File: src/rtl/stack_ctrl.sv
// stack_ctrl: two-requester arbiter/sequencer for the hardware stack.
// Ports: clk, rst (async, active-low); req_valid/req_op/req_data0/1 and
//   req_ready form the request side; stk_* drive the stack; rd_valid,
//   rd_id, rd_data return pop data; level/full/empty report occupancy;
//   ovf_err/unf_err are sticky and cleared by err_clr.
// Build option: STACK_CTRL_FIXED_PRIO_EN selects fixed priority
//   (requester 0 wins) instead of round-robin arbitration.
module stack_ctrl #(
  parameter int NADDR = 7,
  parameter int DEPTH = 2,
  parameter int NBITS = 8
) (
  input  logic             clk,
  input  logic             rst,
  input  logic [1:0]       req_valid,
  input  logic [1:0]       req_op,
  input  logic [NBITS-1:0] req_data0,
  input  logic [NBITS-1:0] req_data1,
  output logic [1:0]       req_ready,
  output logic             stk_rst,
  output logic             stk_push,
  output logic             stk_pop,
  output logic [NBITS-1:0] stk_in,
  input  logic [NBITS-1:0] stk_out,
  output logic             rd_valid,
  output logic             rd_id,
  output logic [NBITS-1:0] rd_data,
  output logic [NADDR-1:0] level,
  output logic             full,
  output logic             empty,
  output logic             ovf_err,
  output logic             unf_err,
  input  logic             err_clr
);

  typedef enum logic {
    IDLE   = 1'b0,
    SETTLE = 1'b1
  } state_t;

  localparam logic [NADDR-1:0] LMAX = NADDR'(DEPTH);
  localparam logic [NADDR-1:0] ONE  = NADDR'(1);

  state_t state;
  state_t state_nx;

  logic [1:0] elig;
  logic [1:0] gnt_raw;
  logic [1:0] gnt;
  logic       any;
  logic       gid;
  logic       gop;
  logic       psh;
  logic       pop;
  logic       do_push;
  logic       do_pop;

`ifndef STACK_CTRL_FIXED_PRIO_EN
  logic       rr;
`endif

  assign stk_rst = ~rst;
  assign full    = (level == LMAX);
  assign empty   = (level == '0);

  // Pops wait out the top-of-stack lag that follows a push.
  always_comb begin
    elig = req_valid;
    if (state == SETTLE) begin
      elig = req_valid & req_op;
    end
  end

`ifdef STACK_CTRL_FIXED_PRIO_EN
  always_comb begin
    gnt_raw    = 2'b00;
    gnt_raw[0] = elig[0];
    gnt_raw[1] = elig[1] & ~elig[0];
  end
`else
  always_comb begin
    gnt_raw = 2'b00;
    if (rr) begin
      gnt_raw[1] = elig[1];
      gnt_raw[0] = elig[0] & ~elig[1];
    end else begin
      gnt_raw[0] = elig[0];
      gnt_raw[1] = elig[1] & ~elig[0];
    end
  end
`endif

  assign gnt = rst ? gnt_raw : 2'b00;
  assign any = |gnt;
  assign gid = gnt[1];
  assign gop = gid ? req_op[1] : req_op[0];

  assign psh     = any & gop;
  assign pop     = any & ~gop;
  assign do_push = psh & ~full;
  assign do_pop  = pop & ~empty;

  // Illegal requests are still granted so nobody deadlocks.
  assign req_ready = gnt;
  assign stk_push  = do_push;
  assign stk_pop   = do_pop;

  always_comb begin
    stk_in = '0;
    if (do_push) begin
      stk_in = gid ? req_data1 : req_data0;
    end
  end

  always_comb begin
    state_nx = IDLE;
    if (do_push) begin
      state_nx = SETTLE;
    end
  end

  always_ff @(posedge clk or negedge rst) begin
    if (!rst) begin
      state <= IDLE;
    end else begin
      state <= state_nx;
    end
  end

`ifndef STACK_CTRL_FIXED_PRIO_EN
  // Pointer favours the loser of the last grant.
  always_ff @(posedge clk or negedge rst) begin
    if (!rst) begin
      rr <= 1'b0;
    end else if (any) begin
      rr <= ~gid;
    end
  end
`endif

  always_ff @(posedge clk or negedge rst) begin
    if (!rst) begin
      level <= '0;
    end else if (do_push) begin
      level <= level + ONE;
    end else if (do_pop) begin
      level <= level - ONE;
    end
  end

  always_ff @(posedge clk or negedge rst) begin
    if (!rst) begin
      rd_valid <= 1'b0;
      rd_id    <= 1'b0;
      rd_data  <= '0;
    end else begin
      rd_valid <= do_pop;
      if (do_pop) begin
        rd_id   <= gid;
        rd_data <= stk_out;
      end
    end
  end

  // A fresh error in the clearing cycle wins over err_clr.
  always_ff @(posedge clk or negedge rst) begin
    if (!rst) begin
      ovf_err <= 1'b0;
      unf_err <= 1'b0;
    end else begin
      ovf_err <= (ovf_err & ~err_clr) | (psh & full);
      unf_err <= (unf_err & ~err_clr) | (pop & empty);
    end
  end

endmodule

File: config.mk
export PLATFORM = sky130hd
export DESIGN_NAME = stack_ctrl
export DESIGN_NICKNAME = d
export VERILOG_FILES = /design/src/rtl/stack_ctrl.sv
export SDC_FILE = /design/constraint.sdc
export NUM_CORES = 1
export LEC_CHECK = 0
export CORE_UTILIZATION = 40
export DETAILED_ROUTE_END_ITERATION = 7
export PLACE_DENSITY = 0.76
export SLEW_MARGIN = 20
export SYNTH_ARGS = -nofsm -noshare
export SYNTH_HDL_FRONTEND = slang
export SYNTH_SLANG_ARGS = --single-unit
File: constraint.sdc
create_clock -name clk -period 3.55 [get_ports clk]
set_input_delay 0.5325 -clock clk [delete_from_list [all_inputs] [get_ports clk]]
set_output_delay 0.5325 -clock clk [all_outputs]
set_load 0.02 [all_outputs]
---- Word-level counts from Yosys, hierarchy flattened ----
Cells that the tools add are included.
cells by class
  $add $sub $neg .......................... 2
  multiply operators ...................... 0
  div/mod/pow operators ................... 0
  magnitude comparators ................... 0
  eq/ne operators ......................... 1
  shifts and indexed selects .............. 0
  muxes and demuxes ....................... 9
  bitwise logic cells ..................... 21
  reductions and logical operators ........ 3
operator list
  operator               number
  $mux W8                2
  $mux W7                2
  $and A1 B1 Y1          10
  $not A1 Y1             8
  $add A7 B1 Y7 const B  1
  $eq A7 B2 Y1 const B   1
  $logic_not A7 Y1       1
  $sub A7 B1 Y7 const B  1
  $mux W2                3
  $and A2 B2 Y2          1
  $mux W1                2
  $or A1 B1 Y1           2
  $reduce_bool A2 Y1     1
  $reduce_or A2 Y1       1
word-level totals
  bits in registers ....................... 21
  latch bits .............................. 0
  memory bits (writable) .................. 0
  memory bits (read-only) ................. 0
  input bits .............................. 31
  output and inout bits ................... 34
  logic and storage cells ................. 44
  memories ................................ 0

---- Longest topological paths before layout ----
Gate-level depths: netlist of the first run.
  word-level depth ........................ 12
  gate-level depth with buffers ........... 10
  gate-level depth less buffers ........... 9

---- Worst setup path after synthesis of the first run ----
OpenSTA, ideal clock, no wires.
  path kind ............................... flip-flop to flip-flop
  start ................................... register level[0]
  end ..................................... register level[6]
  setup time .............................. 135 ps
  arrival time ............................ 2960 ps
  required time ........................... 3415 ps
  setup slack ............................. 455 ps
  stages on the path, launching flop included .. 10
  path buffers ............................ 0
  clock period less this slack ............ 3095 ps
  cell sequence ........................... dfrtp_1 -> or4_4 -> or4_4 -> nand3_4 -> ha_1 -> a211oi_1 -> o21bai_1 -> a21oi_1 -> mux2i_4 -> xnor2_1
on the way
  cells in the longest elaborated chain, start to end .. 4
  elaborated cells on any way between the ends .. 11
  classes of those cells .................. add/sub (2); eq/ne (1); mux (2); bitwise (4); reduce/logical (2)
RTL lines
  item                                                   line  source
  start: declaration                                     28    output logic [NADDR-1:0] level,
  start signal: assignment                               145   level <= level + ONE;
  start signal: assignment                               147   level <= level - ONE;
  branches (longest 4 deep; another with $sub A7 B1 Y7)  n/a
Several ways; the timed one is not identified. The select of a mux whose other input is x is not followed.
A chain may end at the register's enable or synchronous reset.

---- Worst setup path after layout of the first run ----
  start ................................... register level[3]
  end ..................................... output port stk_in[3]
on the way
  cells in the longest elaborated chain, start to end .. 4
RTL lines
  item              line  source
  $eq A7 B2 Y1      63    assign full = (level == LMAX);
  $not A1 Y1        100   assign do_push = psh & ~full;
  $and A1 B1 Y1     100
  $mux W8           110   if (do_push) begin
  end: declaration  23    output logic [NBITS-1:0] stk_in,
Every way passes these cells.

==> summary.md, run 1 <==
| Metric | Value |
|---|---|
| Result of the run | `finished, final reports clean` |
| RSZ-0062 raised after global routing | `no` |
| Post-synthesis instance total | `133` |
| Top area cells in the synthesized netlist | `sky130_fd_sc_hd__dfrtp_1 38%, sky130_fd_sc_hd__mux2_2 7.2%, sky130_fd_sc_hd__mux2i_1 7.2%` |
| Pin count of the biggest net entering global routing | `19` |
| Met1 track demand over resource | `0.275` |
| Proportion of layout cells with a drive suffix above 1 | `0.149` |
| Post-route setup TNS | `0 ns` |
| Top cell type's share of synthesized area | `0.376` |
| Yosys warnings | `0` |
| Die height | `61.1 µm` |
| GRT Overall Usage | `0.206` |
| Mean Syn Cell Area | `10.5 µm²` |
| Seq cells post-synth | `21` |
| Count of inserted antenna diode cells | `0` |
| Number of nets in the final layout | `241` |
| Area of the die | `3740 µm²` |
| Count of final setup violators | `0` |
| Filler Cell Count | `299` |
| Least-Margin Pin Slew | `0.476 ns` |
| Global-route track usage on met3 | `0.0378` |
| Worst-case clock skew | `0.00140 ns` |
| Worst endpoint required time | `3.02 ns` |
| Number of antenna violations at the first check in global routing | `0` |
| Final cycle utilization of the critical path | `0.933` |
| Peak supply drop | `476 µV` |
| Area used by multi-input combinational logic | `825 µm²` |
| Kind of start point of the critical path | `flop` |
| Most Used Layer, Global Route | `met2` |
| Total I/O pin count | `65` |
| Detailed-route DRC error count | `0` |
| Number of hold buffers added after CTS | `0` |
| Proportion of register bits with asynchronous set or reset after synthesis | `1.00` |
| Number of input and output port buffers inserted | `64` |
| Number of different library cells in the post-synthesis netlist | `43` |
| Number of global-route vias before repair | `1,199` |
| Layout Area Growth over Synthesis | `53.3%` |
| Row Count | `21` |
| Summed instance area of the synthesized netlist | `1400 µm²` |
| HPWL after detailed placement | `2860 µm` |
| Clock network latency to the later pin of the worst-skew pair | `0.31 ns` |
| Final core occ | `0.643` |
| Crit path kind | `reg2out` |
| Sequential share of the synthesized area | `0.376` |
| Initial cell density of the core | `0.419` |
| Synthesized netlist net count | `171` |
| Total chip power | `1290 µW` |
| Arrival @ worst endpoint | `2.78 ns` |
| TritonCTS Sinks | `21` |
| Leak pwr | `0.000859 µW` |
| Global-route congestion overflow total | `0` |
| Critical Path Fanout Max | `15` |
| Detailed-route wire length per cell | `14.4 µm` |
| Number of enable flip-flop cells after synthesis | `0` |
| Core Region | `3340 µm²` |
| Power Dens Cells | `601 nW/µm²` |
| Drt first-iter violations | `57` |
| Slew Limit Headroom | `0.682` |
| H-Tree Depth | `1` |
| Clock slew seen by the registers of the worst setup and hold paths | `0.12 ns` |
| Routability congestion estimate | `0.803` |
| Pins over their slew limit | `0` |
| CTS root buffer | `sky130_fd_sc_hd__clkbuf_4` |
| Global-route wire length before repair | `5640 µm` |
| Buffer depth of the longest clock path | `2` |
| Met2 GRT Util | `0.334` |
| Setup slack at placement | `0.223 ns` |
| CTS resizes | `0` |
| Most numerous cell in the Yosys netlist | `sky130_fd_sc_hd__dfrtp_1` |
| Via density | `5.01` |
| Primary flip-flop cell chosen by synthesis mapping | `sky130_fd_sc_hd__dfrtp_1` |
| Post-layout minimum cycle time | `3.31 ns` |
| Max-cap violation count | `0` |
| Die X-Extent | `61.1 µm` |
| Post-DRT Antenna Nets | `0` |
| Total setup buffers inserted after CTS | `0` |
| Detailed-routing iteration count for the pre-antenna-repair pass | `4` |
| Worst setup slack after layout | `0.236 ns` |
| Post-detailed-routing wire length | `3560 µm` |
| Total CTS buffers | `3` |
| Type of the most critical hold path | `in2async` |
| Maximum frequency from static timing analysis | `0.302 GHz` |
| Category of the worst setup path capture point | `primary output` |
| Hold Fails Final Rpt | `0` |
| Post-synth top area cell | `sky130_fd_sc_hd__dfrtp_1` |
| Sequential cell area | `526 µm²` |
| Top cells by count, synth | `21 x sky130_fd_sc_hd__dfrtp_1, 12 x sky130_fd_sc_hd__nor2_1, 10 x sky130_fd_sc_hd__mux2i_1, 9 x sky130_fd_sc_hd__mux2_2, 7 x sky130_fd_sc_hd__a21oi_1` |
| Vias | `1,243` |
| Clock tree from TritonCTS | `built` |
==> critical path, cell delays in order (launching register included) <==
cell	delay, ns
sky130_fd_sc_hd__dfrtp_1	0.47
sky130_fd_sc_hd__or4_4	0.57
sky130_fd_sc_hd__or4_4	0.47
sky130_fd_sc_hd__nand3_4	0.11
sky130_fd_sc_hd__buf_4	0.23
sky130_fd_sc_hd__nor2_1	0.07
sky130_fd_sc_hd__clkdlybuf4s50_1	0.55
==> placed cells by master, fill, tap and decap left out, types with 2 or more instances in the layout <==
master / instances
sky130_fd_sc_hd__xnor2_1: 5
sky130_fd_sc_hd__mux2_2: 9
sky130_fd_sc_hd__inv_1: 6
sky130_fd_sc_hd__dfrtp_1: 21
sky130_fd_sc_hd__o21bai_1: 2
sky130_fd_sc_hd__a21oi_1: 7
sky130_fd_sc_hd__nor2_1: 12
sky130_fd_sc_hd__mux2i_1: 10
sky130_fd_sc_hd__o22ai_1: 2
sky130_fd_sc_hd__or4_4: 2
sky130_fd_sc_hd__a211oi_1: 4
sky130_fd_sc_hd__o21ai_0: 5
sky130_fd_sc_hd__nand2b_1: 3
sky130_fd_sc_hd__clkdlybuf4s50_1: 64
sky130_fd_sc_hd__ha_1: 6
sky130_fd_sc_hd__nand2_1: 5
sky130_fd_sc_hd__and2_1: 2
sky130_fd_sc_hd__buf_4: 5
sky130_fd_sc_hd__clkbuf_4: 3
sky130_fd_sc_hd__nor3_1: 4
==> worst paths after layout <==
kind,from,to,slack (ns),cells after the start
hold reg to reg,rd_data[7],rd_data[7],0.52,1
hold / removal,rst,rr,0.48,1
setup reg to reg,level[3],level[6],0.28,10
min in group clk,rd_data[7],rd_data[7],0.52,1
max in group asynchronous,rst,rd_id,2.52,2
setup / recovery,level[3],stk_in[3],0.24,6
==> metal layers <==
layer / wire [µm] / vias up / part of all wire
li1: - / 624 / -
met1: 1650 / 587 / 0.46
met2: 1730 / 25 / 0.49
met3: 125 / 7 / 0.035
met4: 54 / 0 / 0.015
met5: 0 / - / 0
==> logic make-up after synthesis <==
group / count (synthesis) / synth area share
compound gates: 31 / 0.158
buf+inv: 11 / 0.0349
mux: 20 / 0.160
fa+ha+maj: 7 / 0.0680
xor+xnor: 5 / 0.0313
flops: 21 / 0.376
simple gates: 38 / 0.172
==> per-stage QoR <==
| step | std cells | instance area, µm² | hold WS [ns] |
|---|---|---|---|
| 2_1_floorplan | 133 | 1400 | 0.237 |
| 3_3_place_gp | 244 | 2120 | 0.490 |
| 3_5_place_dp | 244 | 2120 | 0.495 |
| 4_1_cts | 248 | 2140 | 0.483 |
| 5_1_grt | 248 | 2140 | 0.476 |
| 6_report | 248 | 2140 | 0.483 |
==> state kept, by name, indices dropped and copies added (netlist names) <==
name,flops
rd_data,8
level,7
ovf_err,1
rd_id,1
rd_valid,1
rr,1
state,1
unf_err,1
==> where the power goes <==
| group | internal, µW | leakage [µW] | total [µW] | switching, µW |
|---|---|---|---|---|
| Sequential | 318 | 0.000256 | 410 | 92.4 |
| Combinational | 396 | 0.000585 | 761 | 365 |
| Clock | 42.1 | 0.0000177 | 118 | 76.3 |
| Total | 756 | 0.000859 | 1290 | 534 |
==> final cells by class <==
| type | instances | area share |
|---|---|---|
| clock buffers | 3 | 0.0105 |
| inverters | 7 | 0.0146 |
| flip-flops and latches | 21 | 0.245 |
| multi-input cells | 101 | 0.384 |
| repair buffers | 69 | 0.316 |
| clock inverters | 1 | 0.00233 |
| well taps | 46 | 0.0268 |
(Power assumes the default switching activity.)
==> run 2: changes to the inputs <==
--- a/config.mk
+++ b/config.mk
@@ -8,7 +8,7 @@
 export CORE_UTILIZATION = 40
 export DETAILED_ROUTE_END_ITERATION = 7
 export PLACE_DENSITY = 0.76
-export SLEW_MARGIN = 20
+export SLEW_MARGIN = 40
 export SYNTH_ARGS = -nofsm -noshare
 export SYNTH_HDL_FRONTEND = slang
 export SYNTH_SLANG_ARGS = --single-unit
==> constraint.sdc (replaced) <==
create_clock -name clk -period 3.5 [get_ports clk]
set_input_delay 0.525 -clock clk [delete_from_list [all_inputs] [get_ports clk]]
set_output_delay 0.525 -clock clk [all_outputs]
set_load 0.02 [all_outputs]
==> run 2 against run 1 <==
Net effect: critical path depth did not move; first-iteration DRC count rose by 12%; critical endpoint is now stk_in[5]; clock power barely moved; largest power group unchanged.
==> summary.md, run 2 (synthesis results as in run 1) <==
| Metric | Value |
|---|---|
| Detailed-route DRC error count | `0 (unchanged)` |
| Proportion of layout cells with a drive suffix above 1 | `0.149 (unchanged)` |
| Least-Margin Pin Slew | `0.469 ns (-0.00640 ns)` |
| Post-detailed-routing wire length | `3670 µm (+3.0%)` |
| Count of final setup violators | `0 (unchanged)` |
| Routability congestion estimate | `0.860 (+7.1%)` |
| Hold Fails Final Rpt | `0 (unchanged)` |
| Number of nets in the final layout | `241 (unchanged)` |
| Final Instance Count excl. Fillers | `248 (unchanged)` |
| CTS resizes | `0 (unchanged)` |
| # placed instances | `244 (unchanged)` |
| Result of the run | `finished, final reports clean` |
| Global-route wire length before repair | `5910 µm (+4.9%)` |
| Pin count of the biggest net entering global routing | `19 (unchanged)` |
| Power Dens Cells | `612 nW/µm² (+1.7%)` |
| HPWL after detailed placement | `2930 µm (+2.6%)` |
| Clock network latency to the later pin of the worst-skew pair | `0.31 ns (about the same)` |
| Core Region | `3340 µm² (unchanged)` |
| Leak pwr | `0.000859 µW (unchanged)` |
| Maximum frequency from static timing analysis | `0.301 GHz` |
| Clock tree from TritonCTS | `built` |
| Number of global-route vias before repair | `1,229 (+2.5%)` |
| Post-route setup TNS | `0 ns (unchanged)` |
| H-Tree Depth | `1 (unchanged)` |
| Category of the worst setup path capture point | `primary output` |
| Max FFs per register | `8 (unchanged)` |
| Kind of start point of the critical path | `flop` |
| Buffer depth of the longest clock path | `2 (unchanged)` |
| Internal Dissipation | `768 µW (+1.7%)` |
| Commonest non-fill, non-tap cells in the layout | `64 x sky130_fd_sc_hd__clkdlybuf4s50_1, 21 x sky130_fd_sc_hd__dfrtp_1, 12 x sky130_fd_sc_hd__nor2_1, 10 x sky130_fd_sc_hd__mux2i_1, 9 x sky130_fd_sc_hd__mux2_2` |
| Detailed-route wire length per cell | `14.8 µm (+3.0%)` |
| Critical Path Fanout Max | `14 (-1)` |
| Type of the most critical hold path | `in2async` |
| Clock slew seen by the registers of the worst setup and hold paths | `0.13 ns (about the same)` |
| TritonCTS Sinks | `21 (unchanged)` |
| GRT Overall Usage | `0.215 (+0.00885)` |
| Layout Area Growth over Synthesis | `53.3% (unchanged)` |
| Drt first-iter violations | `64 (+12%)` |
| Count of inserted antenna diode cells | `0 (unchanged)` |
| Final core occ | `0.643 (unchanged)` |
| Final cycle utilization of the critical path | `0.949` |
| Most frequent standard cell in the layout excluding fill and tap cells | `sky130_fd_sc_hd__clkdlybuf4s50_1` |
| CTS root buffer | `sky130_fd_sc_hd__clkbuf_4` |
| Die X-Extent | `61.1 µm (unchanged)` |
| Area of the die | `3740 µm² (unchanged)` |
| Switch share | `0.414 (about the same)` |
| Number of antenna violations at the first check in global routing | `0 (unchanged)` |
| Number of hold buffers added after CTS | `0 (unchanged)` |
| Pins over their slew limit | `0 (unchanged)` |
| Total I/O pin count | `65 (unchanged)` |
| Register-to-register path setup slack | `0.30 ns (+0.02 ns)` |
| Biggest registers after layout | `rd_data (8), level (7)` |
| Slew Limit Headroom | `0.686 (+0.00428)` |
| Detailed-routing iteration count for the pre-antenna-repair pass | `5 (+1)` |
| Sw power | `544 µW (+1.8%)` |
| Arrival @ worst endpoint | `2.80 ns (+0.02 ns)` |
| Share of power burned in combinational logic | `0.593 (+0.003)` |
| Row Count | `21 (unchanged)` |
| Total setup buffers inserted after CTS | `0 (unchanged)` |
| Power share of the clock group | `0.092 (about the same)` |
| Peak supply drop | `509 µV (+7.1%)` |
| Global-route congestion overflow total | `0 (unchanged)` |
| Crit path kind | `reg2out` |
| Post-DRT Antenna Nets | `0 (unchanged)` |
| Die height | `61.1 µm (unchanged)` |
| Flop pwr share | `0.315 (-0.003)` |
| Initial cell density of the core | `0.419 (unchanged)` |
| Post-layout minimum cycle time | `3.32 ns` |
| Worst-case clock skew | `0.00342 ns (+0.00203 ns)` |
| RSZ-0062 raised after global routing | `no` |
| Worst endpoint required time | `2.97 ns (-0.05 ns)` |
| Via density | `5.13 (+2.3%)` |
| Number of input and output port buffers inserted | `64 (unchanged)` |
| Reg with most FFs | `rd_data` |
| Max-cap violation count | `0 (unchanged)` |
| Vias | `1,271 (+2.3%)` |
| Total CTS buffers | `3 (unchanged)` |
## run 2: critical path, stage by stage, from the launching register on
cell,delay (ns)
sky130_fd_sc_hd__dfrtp_1,0.46
sky130_fd_sc_hd__or4_4,0.57
sky130_fd_sc_hd__or4_4,0.48
sky130_fd_sc_hd__nand3_4,0.12
sky130_fd_sc_hd__buf_4,0.23
sky130_fd_sc_hd__nor2_1,0.07
sky130_fd_sc_hd__clkdlybuf4s50_1,0.55
## run 2: metal layers
metal / global-route usage / routed length [µm] / vias to the layer above
li1: - / - / 623
met1: 0.290 / 1660 / 614
met2: 0.359 / 1840 / 30
met3: 0.0441 / 130 / 4
met4: 0.0422 / 28 / 0
met5: 0 / 0 / -
## run 2: cell type report
type / count / area, µm²
Timing Repair Buffer: 69 / 678
Multi-Input combinational cell: 101 / 825
Fill cell: 267 / 1190
Inverter: 7 / 31.3
Clock buffer: 3 / 22.5
Tap cell: 46 / 57.6
Clock inverter: 1 / 5.00
Sequential cell: 21 / 526
## run 2: per-stage QoR
step           total power [µW]  cell area [µm²]  setup WS, ns  hold slack, ns
5_1_grt                    1400             2140        0.0589           0.481
6_report                   1310             2140         0.178           0.485
2_1_floorplan               879             1400         0.405           0.229
4_1_cts                    1320             2140         0.149           0.475
3_3_place_gp               1170             2120         0.348           0.490
3_5_place_dp               1190             2120         0.275           0.495
## run 2: power by group through the flow
stage	Sequential [µW]	Clock, µW	Combinational [µW]
6_report	413	121	777
2_1_floorplan	501	0	378
3_5_place_dp	419	0	772
3_3_place_gp	415	0	758
4_1_cts	414	127	778
5_1_grt	426	133	840
## run 2: path summary, 6_finish.rpt
path,from,to,depth (start not counted)
worst max register to register,level[3],level[5],10
worst min register to register,rd_data[4],rd_data[4],1
min in group clk,rd_data[4],rd_data[4],1
worst min-delay path,rst,rr,1
max in group asynchronous,rst,rd_data[5],2
worst max-delay path,level[3],stk_in[5],6
==> run 3: changes to the inputs <==
--- a/config.mk
+++ b/config.mk
@@ -5,7 +5,9 @@
 export SDC_FILE = /design/constraint.sdc
 export NUM_CORES = 1
 export LEC_CHECK = 0
+export CAP_MARGIN = 20
 export CORE_UTILIZATION = 40
+export CTS_CLUSTER_SIZE = 40
 export DETAILED_ROUTE_END_ITERATION = 7
 export PLACE_DENSITY = 0.76
 export SLEW_MARGIN = 40
==> results of run 3 <==
The final DEF is identical to that of run 2; final timing and power are the same.
